File: config.mk
export PLATFORM = sky130hd
export DESIGN_NAME = irq_controller
export DESIGN_NICKNAME = d
export VERILOG_FILES = /design/src/rtl/irq_controller.sv
export SDC_FILE = /design/constraint.sdc
export NUM_CORES = 1
export LEC_CHECK = 0
export ABC_AREA = 1
export BUFFER_PORTS_ARGS = -buffer_cell sky130_fd_sc_hd__clkbuf_2
export CORE_UTILIZATION = 52
export CTS_CLUSTER_DIAMETER = 50
export DETAILED_ROUTE_END_ITERATION = 16
export GPL_TIMING_DRIVEN = 0
export PLACE_DENSITY_LB_ADDON = 0.2
export SLEW_MARGIN = 40
export SYNTH_ARGS = -nofsm -noshare
export SYNTH_HDL_FRONTEND = slang
export SYNTH_SLANG_ARGS = --single-unit
File: constraint.sdc
create_clock -name clk -period 2.4 [get_ports clk]
set_input_delay 0.36 -clock clk [delete_from_list [all_inputs] [get_ports clk]]
set_output_delay 0.36 -clock clk [all_outputs]
set_load 0.005 [all_outputs]
File: src/rtl/irq_controller.sv
// irq_controller: latches up to NUM_SRC edge- or level-triggered sources, masks
// them, and raises one registered request to the core. Its registers are
// accessed over the picorv32 valid/ready slave bus.

// Capture cell for one source. It remembers last cycle's input so edge mode can
// detect a rise. The history register is loaded every cycle, including during
// reset, so a source that is already high when reset is released is not seen
// as a new edge.
module irqc_src_cell (
  input  logic clk,
  input  logic src,
  input  logic edge_mode,
  output logic set
);
  logic src_prev;

  // input history, deliberately not reset
  always_ff @(posedge clk) src_prev <= src;

  assign set = edge_mode ? (src & ~src_prev) : src;
endmodule

module irq_controller #(
  parameter int unsigned NUM_SRC = 8
) (
  input  logic               clk,
  input  logic               reset,
  input  logic               irqc_sel,
  input  logic [4:0]         addr,
  input  logic [3:0]         wstrb,
  input  logic [31:0]        irqc_data_i,
  output logic               irqc_ready,
  output logic [31:0]        irqc_data_o,
  input  logic [NUM_SRC-1:0] irq_src,
  output logic               cpu_irq
);
  typedef enum logic [2:0] {
    REG_PENDING = 3'd0,
    REG_ENABLE  = 3'd1,
    REG_MODE    = 3'd2,
    REG_STATUS  = 3'd3,
    REG_SWSET   = 3'd4
  } reg_e;

  logic [NUM_SRC-1:0] pending, enable, mode;
  logic [NUM_SRC-1:0] set_vec, clr_vec, swset_vec;
  logic [NUM_SRC-1:0] lane_m, wdata_m;
  logic [31:0]        lane_mask, rdata;
  logic               accept, wr, rd;
  reg_e               word;
  logic               unused_bits;

  // A transaction is taken only on the first cycle of select. The ready pulse
  // that follows blocks it from being accepted a second time.
  assign accept = irqc_sel & ~irqc_ready;
  assign wr     = accept & (|wstrb);
  assign rd     = accept & ~(|wstrb);
  assign word   = reg_e'(addr[4:2]);

  // Expand the byte strobes to a bit mask. Bits at or above NUM_SRC drop out here.
  assign lane_mask = {{8{wstrb[3]}}, {8{wstrb[2]}}, {8{wstrb[1]}}, {8{wstrb[0]}}};
  assign lane_m    = lane_mask[NUM_SRC-1:0];
  assign wdata_m   = irqc_data_i[NUM_SRC-1:0] & lane_m;

  // Address bits [1:0], and the data or strobe bits above NUM_SRC, have no effect.
  assign unused_bits = ^{addr[1:0], irqc_data_i, lane_mask};

  irqc_src_cell u_src [NUM_SRC-1:0] (
    .clk       (clk),
    .src       (irq_src),
    .edge_mode (mode),
    .set       (set_vec)
  );

  // Bus-driven clear and set strobes for the pending register
  always_comb begin
    clr_vec   = '0;
    swset_vec = '0;
    if (wr) begin
      case (word)
        REG_PENDING: clr_vec   = wdata_m;
        REG_SWSET:   swset_vec = wdata_m;
        default: ;
      endcase
    end
  end

  // Register state. The set terms come last, so a still-asserted source wins over a clear.
  always_ff @(posedge clk) begin
    if (reset) begin
      pending <= '0;
      enable  <= '0;
      mode    <= '0;
    end else begin
      pending <= (pending & ~clr_vec) | set_vec | swset_vec;
      if (wr && word == REG_ENABLE) enable <= (enable & ~lane_m) | wdata_m;
      if (wr && word == REG_MODE)   mode   <= (mode & ~lane_m) | wdata_m;
    end
  end

  // Read mux. Unimplemented offsets and SWSET read as zero.
  always_comb begin
    rdata = '0;
    case (word)
      REG_PENDING: rdata = 32'(pending);
      REG_ENABLE:  rdata = 32'(enable);
      REG_MODE:    rdata = 32'(mode);
      REG_STATUS:  rdata = 32'(pending & enable);
      default:     rdata = '0;
    endcase
  end

  // Handshake, registered read data and the interrupt request
  always_ff @(posedge clk) begin
    if (reset) begin
      irqc_ready  <= 1'b0;
      irqc_data_o <= '0;
      cpu_irq     <= 1'b0;
    end else begin
      irqc_ready <= irqc_sel & ~irqc_ready;
      if (rd) irqc_data_o <= rdata;
      cpu_irq <= |(pending & enable);
    end
  end
endmodule

==> results of run 1 <==
[final cells by class]
| class | instances | area, sq um |
|---|---|---|
| tap | 50 | 62.6 |
| timing repair buffer | 33 | 165 |
| clock inverter | 2 | 10.0 |
| clock buffer | 5 | 68.8 |
| sequential | 42 | 841 |
| fill | 405 | 1430 |
| multi-input combinational | 238 | 1100 |
| buffer | 35 | 239 |
| inverter | 21 | 81.3 |
[cell usage after synthesis]
| cell | number | area (sq um) |
|---|---|---|
| nor3_4 | 1 | 16.3 |
| conb_1 | 1 | 3.75 |
| nand3b_1 | 1 | 7.51 |
| nand4_1 | 10 | 62.6 |
| a21boi_0 | 8 | 60.1 |
| nand3_1 | 25 | 125 |
| dfxtp_1 | 42 | 841 |
| nor2_1 | 22 | 82.6 |
| o21ai_1 | 5 | 25.0 |
| a21oi_1 | 32 | 160 |
| inv_2 | 2 | 7.51 |
| clkinv_1 | 1 | 3.75 |
| buf_6 | 1 | 11.3 |
| nor3_1 | 1 | 5.00 |
| o21ai_0 | 11 | 55.1 |
| nor2_4 | 4 | 45.0 |
| inv_4 | 1 | 6.26 |
| buf_2 | 5 | 25.0 |
| nor2_2 | 1 | 6.26 |
| nand2_1 | 91 | 342 |
| clkbuf_1 | 4 | 15.0 |
| nand3_2 | 1 | 10.0 |
| nand2_2 | 1 | 6.26 |
| buf_4 | 25 | 188 |
| inv_1 | 17 | 63.8 |
[critical path, cell delays in order (launching register included)]
cell and delay [ns]:
dfxtp_1 0.33, nand3b_1 0.23, nor2_2 0.36, inv_2 0.15, nand2_1 0.09, a21oi_1 0.06
[cell families after synthesis]
kind of cell / Yosys count
AO/OA/AOI/OAI: 56
other: 1
flip-flops: 42
AND/OR/NAND/NOR: 158
buffers and inverters: 56
[worst paths after layout]
check	startpoint	endpoint	slack (ns)	cells after the start
setup / recovery	irqc_ready	flop	1.04	5
hold / removal	irq_src[2]	u_src[2].src_prev	0.17	1
setup reg to reg	irqc_ready	flop	1.04	5
hold reg to reg	irqc_data_o[7]	irqc_data_o[7]	0.46	2
[power by group through the flow]
stage	clock network [mW]	registers [mW]	logic (mW)
after floorplan	0	0.743	0.118
after global placement	0	0.746	0.168
after detailed placement	0	0.747	0.169
after CTS	0.444	0.731	0.170
after global routing	0.464	0.733	0.193
final	0.433	0.731	0.171
[metal layers]
metal  routed length (microns)  share of wire
met1                      2330           0.48
met2                      2160           0.45
met3                       304          0.063
met4                        48         0.0099
met5                         0              0
[stage by stage]
stage          total power [mW]  hold slack (ns)  std cells  area [sq um]  setup WS, ns
2_1_floorplan             0.861            0.388        336          2260          1.07
3_3_place_gp              0.914            0.445        419          2490         0.770
3_5_place_dp              0.917            0.453        419          2490         0.759
4_1_cts                    1.35            0.168        426          2570          1.04
5_1_grt                    1.39            0.161        426          2570         0.923
6_report                   1.34            0.172        426          2570          1.04
[layout by cell type, fill, tap and decap left out, types with 2 or more instances in the layout]
cell type  Yosys  layout
a21oi_1       32      32
dfxtp_1       42      42
clkinv_2       0       2
nand4_1       10      10
clkbuf_1       4       4
clkbuf_8       0       5
nor2_4         4       4
o21ai_1        5       5
conb_1         1      24
buf_2          5       5
o21ai_0       11      11
inv_1         17      17
nor2_1        22      22
buf_4         25      25
clkbuf_2       0      33
nand2_1       91      91
inv_2          2       2
nand3_1       25      25
a21boi_0       8       8
==> metrics.txt, run 1 <==
HP Class in2reg; setup TNS 0 ns; Internal 984 uW; violation count after the first detailed-route iteration 85; total track usage 0.226; Final Cycle Share 0.565; Pleak 1.25 nW; PwrDens 520 nW/um^2; Flop pwr share 0.548; GR met1 Demand/Resource 0.303; layout cells sized above 1 0.218; post-synthesis mux area share 0; Wirelength per Cell 11.4 microns; num rows 23; Finished Core Util 0.642; simple-gate portion of the synthesized area 0.326; syn_area_per_cell 6.94 sq um; final hold violations 0; largest net degree at the start of global routing 13; Post-route DRC 0; H-tree Lvls 2; Peak VDD IR 0.000369 V; total clock sinks 42; vias per cell 4.76; clk_skew 0.00317 ns; CP max FO 9; CTS tree built; Net Sw Frac 0.263; initial antenna violation count 0; clock network power share 0.324; effective utilization at floorplan 0.543; met2 usage 0.350; CTS root buffer clkbuf_8; Clock Pin Slew Worst Setup and Hold Paths 0.08 ns; Synth Cell Area 2170 sq um; status finished, final reports clean; startpoint types flop; PortBufs 33; GRT busiest layer met2; largest family of logic cells by synthesized area simple AND/OR/NAND/NOR gates; Setup Viol. Count Final 0; Post-Synth Adder-Cell Area 0; yosys warns 0; RSZ-0062 raised after global routing no; Die W 66.7 microns; fin. max-slew vios 0; Die Span Y 66.7 microns; GPL Wtd Cong 0.855; Crit Path Class reg2reg; Synth Area in Compound Gates 0.138; Max Cap Viol 0; Max clock buf depth 2; I/O pin cnt 86; Routed WL 4840 microns; fmax 738 MHz; Setup crit end kind flop; synth unique cells 25; first-pass GRT wire length 7430 microns; crit path DAT 1.52 ns; post-synthesis sequential element count 42; Clk Latency, worst-skew pair 0.29 ns; First-pass DRT Iterations 4; Crit path required time 2.56 ns; antenna cell count 0; CTS resizes 0; core box area 4000 sq um; Logic pwr share 0.128; XOR/XNOR Fraction of Synth Area 0; Seq/Total Area, Yosys 0.387; NetSw 351 uW; number of CTS-inserted buffers 5; Synth Instances 313; vias in the first global route 1617; number of routed nets with antenna violations 0; DR vias 2028; DP Wirelength 3730 microns; Die Footprint 4440 sq um; Tmin final 1.36 ns; GR Overflow Total 0; met3 Usage GRT 0.0548; Area Growth Syn to Fin 18.1%; Setup Fix Bufs, Post-CTS 0; CTS hold repair buffers 0; count of nets after finishing 428
Power figures use the tool's default switching activity.
==> inputs of run 2 (changes only) <==
Settings changed: ABC_AREA 1 to 0, CORE_UTILIZATION 52 to 42.
Clock period 2.4 ns to 1.2 ns, I/O delays scaled along.
==> metrics.txt, run 2 <==
top cell type's share of synthesized area 0.434 (+0.0475); worst path bufs/invs 2 (+1); fmax 635 MHz (-14%); status finished, violations left; count of nets after finishing 352 (-18%); placed inst area 2320 sq um (-6.7%); failing checks negative setup slack; violation count after the first detailed-route iteration 84 (-1.2%); Clk Latency, worst-skew pair 0.30 ns (about the same); CTS root buffer clkbuf_8; number of CTS-inserted buffers 5 (unchanged); Clock Pin Slew Worst Setup and Hold Paths 0.08 ns (about the same); H-tree Lvls 2 (unchanged); dominant cell by count in the synthesized netlist dfxtp_1; core box area 4380 sq um (+9.6%); most common cell after layout, fill and taps aside dfxtp_1; Area Growth Syn to Fin 40.5%; Top delay family on crit path simple AND/OR/NAND/NOR gates; PortBufs 32 (-3.0%); Synth area leaders dfxtp_1 43%, buf_4 9.3%, a21oi_1 6.2%, nand3_1 4.1%, o21ai_0 4.1%; PwrDens 1110 nW/um^2 (+110%); initial antenna violation count 0 (unchanged); effective utilization at floorplan 0.441 (-0.102); vias in the first global route 1774 (+9.7%); Post-route DRC 0 (unchanged); setup ws final -0.374 ns (-1.42 ns); Tightest Pin Transition 0.679 ns; Crit Path Class reg2reg; DR vias 1876 (-7.5%); CP peak stage delay 0.50 ns (+0.14 ns); CP max FO 5 (-4); RSZ-0062 raised after global routing yes; final hold violations 0 (unchanged); Critical-path top delay cell or4bb_1; GR Overflow Total 0 (unchanged); Setup crit end kind flop; vias per cell 5.31 (+12%); Tmin final 1.57 ns (+0.218 ns); post-route cell area 2720 sq um (+6.0%); Top FF cell, synth dfxtp_1; FFs w/ async S/R, synth 0 (unchanged); antenna cell count 0 (unchanged); first-pass GRT wire length 8250 microns (+11%); crit path DAT 1.75 ns (+0.23 ns); Peak VDD IR 0.000725 V (+97%); num rows 24 (+4.3%); yosys warns 0 (unchanged); Synth Cell Area 1940 sq um (-11%); worst-path cell chain or4bb_1 > buf_8 > clkbuf_16 > o31ai_4 > a21oi_2; EDFF count, synth 0 (unchanged); largest area contributor in the netlist dfxtp_1; Pleak 1.11 nW (-11%); Slew Limit Headroom 0.545; startpoint types flop; Wirelength per Cell 14.6 microns (+28%); Die Footprint 4880 sq um (+9.9%); total clock sinks 42 (unchanged); clk_skew 0.00330 ns (+0.000135 ns); I/O pin cnt 86 (unchanged); Synth Instances 227 (-27%); Seq/Total Area, Yosys 0.434 (+0.0475); DP Wirelength 3500 microns (-6.2%); Die W 69.9 microns (+4.9%); First-pass DRT Iterations 4 (unchanged); Die Span Y 69.9 microns (+4.9%); Crit path required time 1.37 ns (-1.19 ns); Final Cycle Share 1.31 (+0.747); Max clock buf depth 2 (unchanged); Power Total 3.03 mW (+130%); total track usage 0.218 (-0.00814); syn_area_per_cell 8.53 sq um (+23%); most frequent cells in the layout 41 x dfxtp_1, 32 x clkbuf_2, 27 x buf_4; Routed WL 5150 microns (+6.2%); GPL Wtd Cong 0.848 (-0.77%); Setup Viol. Count Final 32 (+32); CTS tree built; HP Class in2reg; number of routed nets with antenna violations 0 (unchanged); Max Cap Viol 0 (unchanged); largest net degree at the start of global routing 14 (+1); post-synthesis sequential element count 42 (unchanged); fin. max-slew vios 0 (unchanged); top cells by count, synth 42 x dfxtp_1, 24 x a21oi_1, 24 x buf_4; synth unique cells 31 (+24%); layout cells sized above 1 0.359 (+0.141)
[run 2: cell types whose count changed after synthesis, moves of 8 or more]
cell,delta
a21oi_1,-8
o32ai_1,+8
o221ai_1,+8
a32oi_1,+8
a21boi_0,-8
nand2_1,-75
o31ai_1,+8
nand4_1,-10
nor2_1,-13
nand3_1,-9
[run 2: tightest hold or removal path, stage by stage]
cell	delay (ns)
clkbuf_2	0.12
nand2b_4	0.08
nor2_1	0.04
[run 2: path summary, 6_finish.rpt]
check	start	endpoint	slack, ns	cells past startpoint
max	irqc_ready	pending[6]	-0.37	5
min	irqc_sel	irqc_ready	0.15	3
max reg2reg	irqc_ready	pending[6]	-0.37	5
min reg2reg	irqc_data_o[1]	irqc_data_o[1]	0.49	2
[run 2: layout make-up]
class                           count  area, sq um
Tap cell                           52         65.1
Multi-Input combinational cell    157         1090
Inverter                           11         41.3
Buffer                             39          297
Fill cell                         392         1660
Clock buffer                        5         68.8
Sequential cell                    42          842
Clock inverter                      3         40.0
Timing Repair Buffer               44          278
[run 2: repair_timing]
action	in CTS	in global routing
gates cloned	1	0
buffers inserted	3	1
endpoints found under the setup margin	32	32
resized for setup	42	15
pin swaps	26	8
hold endpoints to repair	8	0
hold buffers	8	0
[run 2: stage by stage]
| step | worst slack, ns | util | hold WS [ns] | instances | setup TNS (ns) |
|---|---|---|---|---|---|
| finish | -0.374 | 0.620 | 0.151 | 353 | -9.39 |
| global route | -0.419 | 0.620 | 0.149 | 353 | -10.91 |
| CTS | -0.401 | 0.609 | 0.146 | 353 | -10.06 |
| detailed placement | -0.469 | 0.529 | 0.300 | 334 | -12.86 |
| global placement | -0.636 | 0.528 | 0.299 | 334 | -14.49 |
| floorplan | -0.298 | - | 0.208 | 250 | -7.28 |
[run 2: logic make-up (layout without fill, tap and decap cells)]
| logic type | after synthesis | in the layout | share of synthesized area |
|---|---|---|---|
| XOR/XNOR | 1 | 1 | 0.00453 |
| other | 1 | 24 | 0.00194 |
| flip-flops | 42 | 42 | 0.434 |
| AND/OR/NAND/NOR | 54 | 54 | 0.141 |
| AO/OA/AOI/OAI | 77 | 77 | 0.263 |
| multiplexers | 1 | 1 | 0.00517 |
| buffers and inverters | 51 | 102 | 0.150 |
[run 2: per-layer routing]
layer / share of wire / up-vias / wire length (microns) / track usage
li1: - / 925 / - / -
met1: 0.42 / 863 / 2160 / 0.275
met2: 0.49 / 72 / 2520 / 0.349
met3: 0.067 / 16 / 346 / 0.0519
met4: 0.024 / 0 / 123 / 0.104
met5: 0 / - / 0 / 0
[run 2: where the power goes]
part / internal, mW / total, mW / switching (mW)
logic: 0.201 / 0.436 / 0.235
clock network: 0.612 / 1.11 / 0.501
registers: 1.44 / 1.48 / 0.0396
==> inputs of run 3 (changes only) <==
--- a/config.mk
+++ b/config.mk
@@ -8,5 +8,6 @@
 export ABC_AREA = 0
 export BUFFER_PORTS_ARGS = -buffer_cell sky130_fd_sc_hd__clkbuf_2
-export CORE_UTILIZATION = 42
+export CORE_MARGIN = 8
+export CORE_UTILIZATION = 50
 export CTS_CLUSTER_DIAMETER = 50
 export DETAILED_ROUTE_END_ITERATION = 16
==> constraint.sdc (replaced) <==
create_clock -name clk -period 1.85 [get_ports clk]
set_input_delay 0.2775 -clock clk [delete_from_list [all_inputs] [get_ports clk]]
set_output_delay 0.2775 -clock clk [all_outputs]
set_load 0.1 [all_outputs]
==> metrics.txt, run 3 (same netlist as run 2, synthesis figures left out) <==
status finished, final reports clean; Final Cycle Share 0.931 (-0.381); Clk Latency, worst-skew pair 0.29 ns (about the same); worst path bufs/invs 2 (unchanged); DR WL met2 2220 microns (-12%); PwrDens 844 nW/um^2 (-24%); GPL Wtd Cong 0.868 (+2.4%); Top delay family on crit path simple AND/OR/NAND/NOR gates; Crit Path Class reg2reg; H-tree Lvls 2 (unchanged); Tmin final 1.72 ns (+0.148 ns); worst-path cell chain or4bb_1 > clkbuf_1 > clkbuf_2 > o31ai_1 > a21oi_1; largest net degree at the start of global routing 14 (unchanged); PortBufs 32 (unchanged); setup TNS 0 ns (+9.39 ns); fmax 581 MHz (-8.6%); First-pass DRT Iterations 4 (unchanged); Area Growth Syn to Fin 20.7%; Die Span Y 78.2 microns (+12%); Power Total 1.97 mW (-35%); vias in the first global route 1679 (-5.4%); Post-route DRC 0 (unchanged); number of routed nets with antenna violations 0 (unchanged); area occupied by multi-input gates 896 sq um (-18%); pre-CTS setup slack 0.000172 ns (+0.470 ns); count of nets after finishing 341 (-3.1%); DP Wirelength 3730 microns (+6.3%); crit path DAT 1.88 ns (+0.13 ns); fin. max-slew vios 0 (unchanged); top sig layer met4; CP peak stage delay 0.47 ns (-0.03 ns); total track usage 0.158 (-0.0596); GR Overflow Total 0 (unchanged); most frequent cells in the layout 41 x dfxtp_1, 34 x clkbuf_2, 24 x a21oi_1, 24 x buf_4, 24 x conb_1; violation count after the first detailed-route iteration 118 (+40%); layout cells sized above 1 0.245 (-0.114); met3 routed wirelength 506 microns (+46%); Setup Viol. Count Final 0 (-100%); Tightest Pin Transition 0.678 ns (-0.00123 ns); Finished Core Util 0.634 (+0.0132); final hold violations 0 (unchanged); Max Cap Viol 0 (unchanged); RSZ-0062 raised after global routing no; Peak VDD IR 0.000577 V (-20%); Critical-path top delay cell or4bb_1; CTS root buffer clkbuf_8; total clock sinks 42 (unchanged); Routed WL 4940 microns (-3.9%); antenna cell count 0 (unchanged); core box area 3690 sq um (-16%); CP max FO 10 (+5); hold_ws 0.0906 ns (-0.0600 ns); I/O pin cnt 86 (unchanged); sequential cell area 842 sq um (unchanged); Slew Limit Headroom 0.546 (+0.000821); Die W 78.2 microns (+12%); startpoint types flop; fill count 375 (-4.3%); CTS tree built; most common cell after layout, fill and taps aside dfxtp_1; Die Footprint 6120 sq um (+25%); DR vias 1795 (-4.3%); Pleak 0.985 nW (-11%); num rows 22 (-8.3%); Crit path required time 2.01 ns (+0.64 ns); vias per cell 5.31 (about the same); initial antenna violation count 0 (unchanged); clk_skew 0.00528 ns (+0.00197 ns); number of CTS-inserted buffers 5 (unchanged); effective utilization at floorplan 0.525 (+0.0833); Max clock buf depth 2 (unchanged); Clock Pin Slew Worst Setup and Hold Paths 0.08 ns (about the same); Wirelength per Cell 14.6 microns (+0.36%); Setup crit end kind flop; setup ws final 0.128 ns (+0.502 ns); first-pass GRT wire length 8040 microns (-2.6%); HP Class in2reg; Routed met1 length 2170 microns (+0.83%)
run 3: cell types whose count changed in the layout (fill, tap and decap cells not counted), sizes merged:
cell         change
clkbuf           +4
bufinv           -1
buf              -6
dlygate4sd3      -8
run 3: power by group:
part / internal, mW / switching, mW
combinational: 0.0969 / 0.341
sequential: 0.932 / 0.0204
clock: 0.266 / 0.317
total: 1.30 / 0.677
run 3: what timing repair did:
action / CTS / global route
buffers inserted: 0 / 0
setup endpoints to repair: 0 / 3
gates resized for setup: 0 / 4
endpoints found under the hold margin: 0 / 0
hold buffers: 0 / 0
run 3: metrics by stage:
step	cells	instance area [sq um]
after floorplan	250	2020
after global routing	338	2340
final	338	2340
after global placement	330	2240
after CTS	338	2330
after detailed placement	330	2250
run 3: worst paths after layout:
path	start	end	slack (ns)	depth (start not counted)
setup / recovery	irqc_ready	pending[3]	0.13	5
hold / removal	irq_src[2]	u_src[2].src_prev	0.09	1
setup reg to reg	irqc_ready	pending[3]	0.13	5
hold reg to reg	irqc_data_o[1]	irqc_data_o[1]	0.48	2
run 3: final cells by class:
type	instances	share of cell area
plain buffers	40	0.108
clock buffers	6	0.0310
clock inverters	2	0.00589
inverters	11	0.0177
multi-input cells	157	0.383
flip-flops and latches	42	0.360
well taps	48	0.0257
repair buffers	32	0.0685
run 3: layer usage:
layer / vias to the layer above / global-route usage
met3: 6 / 0.0638
met1: 812 / 0.192
met2: 77 / 0.246
li1: 900 / -
met4: 0 / 0.0593
met5: - / 0
